[src/rtl/grf_wb_arbiter_pkg.sv]
// Shared constants and write-source encoding for the GRF write-back arbiter.
// Widths match the architectural register file.
package grf_wb_arbiter_pkg;

   localparam int GRF_ADDR_W = 5;
   localparam int GRF_DATA_W = 32;
   localparam logic [GRF_ADDR_W-1:0] ZERO_REG = 5'd0;

   // Origin of the write held on the output registers; only MDU writes retire scoreboard bits.
   typedef enum logic {
      SRC_PIPE = 1'b0,
      SRC_MDU  = 1'b1
   } wb_src_e;

endpackage

[src/rtl/grf_wb_arbiter_wb_fifo.sv]
// Small power-of-two FIFO buffering MDU results that lost the GRF write port.
// Push is ignored while full and pop is ignored while empty.
module wb_fifo #(
   parameter int DEPTH = 2,
   parameter int W     = 37
) (
   input  logic                     clk,
   input  logic                     Reset,
   input  logic                     push,
   input  logic [W-1:0]             wdata,
   input  logic                     pop,
   output logic [W-1:0]             rdata,
   output logic                     full,
   output logic                     empty,
   output logic [$clog2(DEPTH):0]   count
);

   localparam int PW = $clog2(DEPTH);

   logic [W-1:0]  mem [DEPTH];
   logic [PW-1:0] wr_ptr;
   logic [PW-1:0] rd_ptr;
   logic          do_push;
   logic          do_pop;

   assign full    = (count == (PW+1)'(DEPTH));
   assign empty   = (count == '0);
   assign do_push = push && !full;
   assign do_pop  = pop && !empty;
   assign rdata   = mem[rd_ptr];

   // Pointers wrap naturally because DEPTH is a power of two.
   always_ff @(posedge clk or negedge Reset) begin
      if (!Reset) begin
         wr_ptr <= '0;
         rd_ptr <= '0;
         count  <= '0;
      end else begin
         if (do_push) wr_ptr <= wr_ptr + PW'(1);
         if (do_pop)  rd_ptr <= rd_ptr + PW'(1);
         case ({do_push, do_pop})
            2'b10:   count <= count + 1'b1;
            2'b01:   count <= count - 1'b1;
            default: count <= count;
         endcase
      end
   end

   // Storage needs no reset: a cleared count makes stale entries unreachable.
   always_ff @(posedge clk) begin
      if (do_push) mem[wr_ptr] <= wdata;
   end

endmodule

[src/rtl/grf_wb_arbiter.sv]
// Shares the single GRF write port between the W stage (priority) and the MDU,
// tracks in-flight MDU destinations and stalls decode on hazards or starvation.
module grf_wb_arbiter
   import grf_wb_arbiter_pkg::*;
#(
   parameter int FIFO_DEPTH   = 2,
   parameter int STARVE_LIMIT = 4,
   parameter int DATA_W       = GRF_DATA_W,
   parameter int ADDR_W       = GRF_ADDR_W
) (
   input  logic              clk,
   input  logic              Reset,
   input  logic              pipe_we,
   input  logic [ADDR_W-1:0] pipe_addr,
   input  logic [DATA_W-1:0] pipe_data,
   input  logic              mdu_issue,
   input  logic [ADDR_W-1:0] mdu_issue_addr,
   input  logic              mdu_valid,
   input  logic [ADDR_W-1:0] mdu_addr,
   input  logic [DATA_W-1:0] mdu_data,
   output logic              mdu_ready,
   input  logic [ADDR_W-1:0] rs,
   input  logic [ADDR_W-1:0] rt,
   input  logic [ADDR_W-1:0] rd,
   output logic              stall,
   output logic              RegWr,
   output logic [ADDR_W-1:0] RWAddr,
   output logic [DATA_W-1:0] RWData
);

   localparam int NREG = 1 << ADDR_W;
   localparam int FW   = ADDR_W + DATA_W;
   localparam int CW   = $clog2(FIFO_DEPTH) + 1;
   localparam int GW   = $clog2(STARVE_LIMIT + 1);
   localparam logic [ADDR_W-1:0] R0 = ADDR_W'(ZERO_REG);

   logic              fifo_push;
   logic              fifo_pop;
   logic              fifo_full;
   logic              fifo_empty;
   logic [CW-1:0]     fifo_count;
   logic [FW-1:0]     fifo_head;
   logic              mdu_xfer;

   logic              sel_vld;
   wb_src_e           sel_src;
   logic [ADDR_W-1:0] sel_addr;
   logic [DATA_W-1:0] sel_data;

   wb_src_e           src_q;
   logic [NREG-1:0]   busy;
   logic [NREG-1:0]   busy_set;
   logic [NREG-1:0]   busy_clr;
   logic [GW-1:0]     age;

   assign mdu_ready = !fifo_full;
   assign mdu_xfer  = mdu_valid && mdu_ready;

   wb_fifo #(
      .DEPTH (FIFO_DEPTH),
      .W     (FW)
   ) u_fifo (
      .clk   (clk),
      .Reset (Reset),
      .push  (fifo_push),
      .wdata ({mdu_addr, mdu_data}),
      .pop   (fifo_pop),
      .rdata (fifo_head),
      .full  (fifo_full),
      .empty (fifo_empty),
      .count (fifo_count)
   );

   // Priority: W stage, then buffered MDU head, then same-cycle MDU bypass.
   always_comb begin
      sel_vld   = 1'b0;
      sel_src   = SRC_PIPE;
      sel_addr  = '0;
      sel_data  = '0;
      fifo_pop  = 1'b0;
      fifo_push = 1'b0;
      if (pipe_we) begin
         sel_vld   = 1'b1;
         sel_addr  = pipe_addr;
         sel_data  = pipe_data;
         fifo_push = mdu_xfer;
      end else if (!fifo_empty) begin
         sel_vld   = 1'b1;
         sel_src   = SRC_MDU;
         sel_addr  = fifo_head[FW-1:DATA_W];
         sel_data  = fifo_head[DATA_W-1:0];
         fifo_pop  = 1'b1;
         fifo_push = mdu_xfer;
      end else if (mdu_xfer) begin
         sel_vld   = 1'b1;
         sel_src   = SRC_MDU;
         sel_addr  = mdu_addr;
         sel_data  = mdu_data;
      end
   end

   // Writes to r0 still update address/data but never raise the enable.
   always_ff @(posedge clk or negedge Reset) begin
      if (!Reset) begin
         RegWr  <= 1'b0;
         RWAddr <= '0;
         RWData <= '0;
         src_q  <= SRC_PIPE;
      end else if (sel_vld) begin
         RegWr  <= (sel_addr != R0);
         RWAddr <= sel_addr;
         RWData <= sel_data;
         src_q  <= sel_src;
      end else begin
         RegWr  <= 1'b0;
      end
   end

   always_comb begin
      busy_set = '0;
      busy_clr = '0;
      if (mdu_issue && (mdu_issue_addr != R0)) busy_set[mdu_issue_addr] = 1'b1;
      if (RegWr && (src_q == SRC_MDU))         busy_clr[RWAddr]         = 1'b1;
   end

   // A retiring write and a fresh issue to the same register leave it busy.
   always_ff @(posedge clk or negedge Reset) begin
      if (!Reset) busy <= '0;
      else        busy <= (busy & ~busy_clr) | busy_set;
   end

   always_ff @(posedge clk or negedge Reset) begin
      if (!Reset) begin
         age <= '0;
      end else if ((fifo_count == '0) || fifo_pop) begin
         age <= '0;
      end else if (age < GW'(STARVE_LIMIT)) begin
         age <= age + 1'b1;
      end
   end

   assign stall = (busy[rs] && (rs != R0)) ||
                  (busy[rt] && (rt != R0)) ||
                  (busy[rd] && (rd != R0)) ||
                  (age >= GW'(STARVE_LIMIT));

endmodule
[config.mk]
export PLATFORM = sky130hd
export DESIGN_NAME = grf_wb_arbiter
export DESIGN_NICKNAME = d
export VERILOG_FILES = /design/src/rtl/grf_wb_arbiter_pkg.sv /design/src/rtl/grf_wb_arbiter_wb_fifo.sv /design/src/rtl/grf_wb_arbiter.sv
export SDC_FILE = /design/constraint.sdc
export NUM_CORES = 1
export LEC_CHECK = 0
export BUFFER_PORTS_ARGS = -buffer_cell sky130_fd_sc_hd__buf_4
export CELL_PAD_IN_SITES_DETAIL_PLACEMENT = 1
export CELL_PAD_IN_SITES_GLOBAL_PLACEMENT = 2
export CORE_ASPECT_RATIO = 0.8
export CORE_MARGIN = 2
export CORE_UTILIZATION = 37
export CTS_CLUSTER_DIAMETER = 100
export CTS_CLUSTER_SIZE = 14
export DETAILED_ROUTE_END_ITERATION = 16
export PLACE_DENSITY = 0.82
export SLEW_MARGIN = 20
export SYNTH_ARGS = -nofsm -noshare
export SYNTH_HDL_FRONTEND = slang
export SYNTH_SLANG_ARGS = --single-unit
[constraint.sdc]
create_clock -name clk -period 5.5 [get_ports clk]
set_input_delay 1.65 -clock clk [delete_from_list [all_inputs] [get_ports clk]]
set_output_delay 1.65 -clock clk [all_outputs]
set_load 0.1 [all_outputs]
==> flow_metrics.tcl <==
set metrics [dict create \
    result_of_the_run "finished, final reports clean" \
    drtAntennaViolNets 0 \
    hpwl_microns 13860 \
    cts_tree "yes" \
    grt_start_max_net_pins 79 \
    post-route-period-util_pct 95.28 \
    synth_simple_gate_area_share_pct 12.89 \
    clock_insertion_delay_at_the_later_pin_of_the_skew_report_ns 0.43 \
    cp_data_arrival_time_ns 3.59 \
    post_drt_wl_per_cell_microns 20.69 \
    finalCoreUtilization_pct 47.74 \
    route.met3.wl_microns 1433 \
    rsz_0062_raised_after_global_routing "false" \
    synthXorXnorAreaFrac_pct 0.7298 \
    worst_ep_required_time_ns 3.85 \
    detailed_place.area_sq_mm 0.008453 \
    netlist_top_cells_area "edfxtp_1 31%, dfrtp_1 27%, mux2i_1 6.8%" \
    cts_htree_levels 4 \
    grtUsageTotal_pct 20.90 \
    avgViaCountPerCell 5.481 \
    synth.cell_area_sq_mm 0.007201 \
    die_w_microns 160.0 \
    report.power.total_mw 5.137 \
    gate_count_post_synth 599 \
    antenna_cells 0 \
    clk_pin_slew_worst_paths_ns 0.06 \
    initial_utilization_pct 37.84 \
    clock_sink_count 151 \
    clock-skew-final_ns 0.01140 \
    totalWireLength_microns 20520 \
    critPathMaxFanout 9 \
    mappedNetlistNets 700 \
    timing.critical_path.cells "buf_4 > mux4_2 > and4b_1 > or4_1 > nor3_1 > nand3_2 > buf_4" \
    cts_post_setup_buffers_inserted 0 \
    number_of_global_route_vias_before_repair 5809 \
    synthDistinctLibCells 41 \
    antenna_found_initial 0 \
    leakage_nw 3.624 \
    die_area_sq_mm 0.02060 \
    cts_hold_buffers 0 \
    worst_hold_slack_ns 0.5098 \
    critPathSlowestCell "mux4_2" \
    timing_max_transition_violations_final 0 \
    most_common_cell_after_layout_fill_and_taps_aside "buf_4" \
    synth_compound_gate_area_share_pct 11.64 \
    yosys.area.top_type_share_pct 30.86 \
    vdd_drop_max_mv 0.3140 \
    final_cell_mix "142 x buf_4, 77 x nor2_1, 76 x dfrtp_1" \
    post-route-min-period_ns 5.241 \
    post-route-drc-count 0 \
    mux_cell_area_share_after_synthesis_pct 14.16 \
    timing.setup.tns_ns 0 \
    top_routing_layer_in_use "met4" \
    clock_path_buffers 2 \
    max_slew_margin_pct 40.82 \
    grt_first_pass_wirelength_microns 33040 \
    cts_inserted_buffers 17 \
    route.vias.total 5437 \
    min-delay-path-class "reg2reg" \
    cp_slowest_stage_delay_ns 0.51 \
    route.met2.wl_microns 9657 \
    overflow 0 \
    synth_top_family_by_area "multiplexers" \
    fillCellCount 2032 \
    finalHoldViolCount 0 \
    drv.max_cap_violation_count 0 \
    max_freq_ghz 0.1908 \
    ys_ff_latch 151 \
    dr.pass1.iters 4 \
    stdcell_area_sq_mm 0.009086 \
    cts_root_buffer "clkbuf_16" \
    met1Wirelength_microns 9189 \
    endpoint_kind "primary output" \
    power_density_normalized_to_cell_area_mw_per_mm2 565.4 \
    timing_worst_setup_path_type "in2out" \
    drt-initial-drc-count 327 \
    fraction_of_layout_instances_using_a_drive_strength_above_1_pct 27.52 \
    final_net_count 822 \
    design.core.area_sq_mm 0.01903 \
    synth_area_per_cell_sq_um 12.02 \
    cts_resized 0 \
    ys.warnings.count 0 \
    post_synth_fa_ha_maj_area_fraction_pct 0.3475 \
    chipHeight_microns 128.8 \
    setup.worst_path.start_class "input port" \
    tightest_slew_ns 0.8785 \
    place_congestion 0.8576 \
    crit_top_cell "buf_4" \
    floorplan.io_pins 139 \
    area_growth_pct 26.19 \
    placement_row_count 45 \
    yosysSeqAreaShare_pct 57.62 \
    finalSetupViolCount 0 \
    cell_accounting_for_the_most_synthesized_area "edfxtp_1" \
    port_buffers 138 \
]
==> synth_stat cells <==
master and n:
mux4_2 14, a311oi_1 3, nor4_1 1, nor3_1 4, nor2b_1 5, xor2_1 3
or3b_2 4, o211ai_1 1, nand2b_1 2, a31oi_1 1, a21o_1 3, ha_1 2
nor2_1 79, nand3b_1 8, edfxtp_1 74, dfrtp_1 77, a21oi_1 35, nand3_1 5
inv_1 6, mux2_2 5, clkbuf_1 33, and4b_1 2, o22ai_1 1, buf_2 6
or3_1 4, a211oi_1 30, nand2_1 19, nor3b_1 34, xnor2_1 3, or2_2 1
nor4b_1 1, o21ai_0 65, or4_1 2, nand4b_1 2, a221oi_1 3, a2111oi_0 2
buf_6 1, nor4bb_1 1, mux4_1 6, mux2i_1 49, nand4_1 2
==> cell families (layout without fill, tap and decap cells) <==
| group | after synthesis | after routing |
|---|---|---|
| and+or+nand+nor | 176 | 176 |
| DFF | 151 | 151 |
| AOI/OAI and AO/OA | 144 | 144 |
| muxes | 74 | 74 |
| buffers and inverters | 46 | 181 |
| xor gates and xnor gates | 6 | 6 |
| adders and majority gates | 2 | 2 |
==> per-layer routing <==
metal | track usage [%] | vias up
met3 | 6.093 | 19
met1 | 27.94 | 2767
met5 | 0 | -
met4 | 6.147 | 0
met2 | 33.44 | 146
li1 | - | 2505
==> where the power goes <==
group / switching (mW) / total, mW / internal (mW)
sequential: 0.318 / 1.87 / 1.55
combinational: 1.39 / 2.02 / 0.633
clock: 0.488 / 1.25 / 0.760
total: 2.20 / 5.14 / 2.94
==> worst max-delay path: cells and delay by family <==
family / cells / cell delay (ns)
and+or+nand+nor: 4 / 1.04
muxes: 1 / 0.51
buffers and inverters: 2 / 0.39
==> final timing paths <==
path                               start       endpoint  slack (ns)  cells past startpoint
min reg2reg                    RWData[2]      RWData[2]        0.51                      2
min                            RWData[2]      RWData[2]        0.51                      2
min in group asynchronous          Reset     RWData[29]        1.28                      1
max reg2reg                u_fifo.rd_ptr          RegWr        3.23                      6
max                                rd[1]          stall        0.26                      7
max in group asynchronous          Reset  u_fifo.rd_ptr        3.66                      1
==> state kept, by name, indices dropped and copies added, names as in the netlist <==
| name | count |
|---|---|
| RWAddr | 5 |
| busy | 31 |
| src_q | 1 |
| age | 3 |
| RWData | 32 |
| u_fifo.wr_ptr | 1 |
| RegWr | 1 |
| u_fifo.count | 2 |
| u_fifo.rd_ptr | 1 |
| u_fifo.mem | 74 |
==> per-stage QoR <==
step / std cells / setup WS (ns)
floorplan: 599 / 0.1823
global placement: 960 / 0.2488
detailed placement: 960 / 0.2395
CTS: 992 / 0.2359
global route: 992 / 0.1224
finish: 992 / 0.2594
==> final cells by class <==
class                           instances  area (sq um)  area share, %
Multi-Input combinational cell        402          2884          31.74
Tap cell                              258         322.8          3.553
Sequential cell                       151          4150          45.68
Timing Repair Buffer                  143          1077          11.86
Clock inverter                         11         158.9          1.749
Clock buffer                           21         470.5          5.178
Inverter                                6         22.52         0.2479
Note: power is estimated with default switching activity, not from simulation.
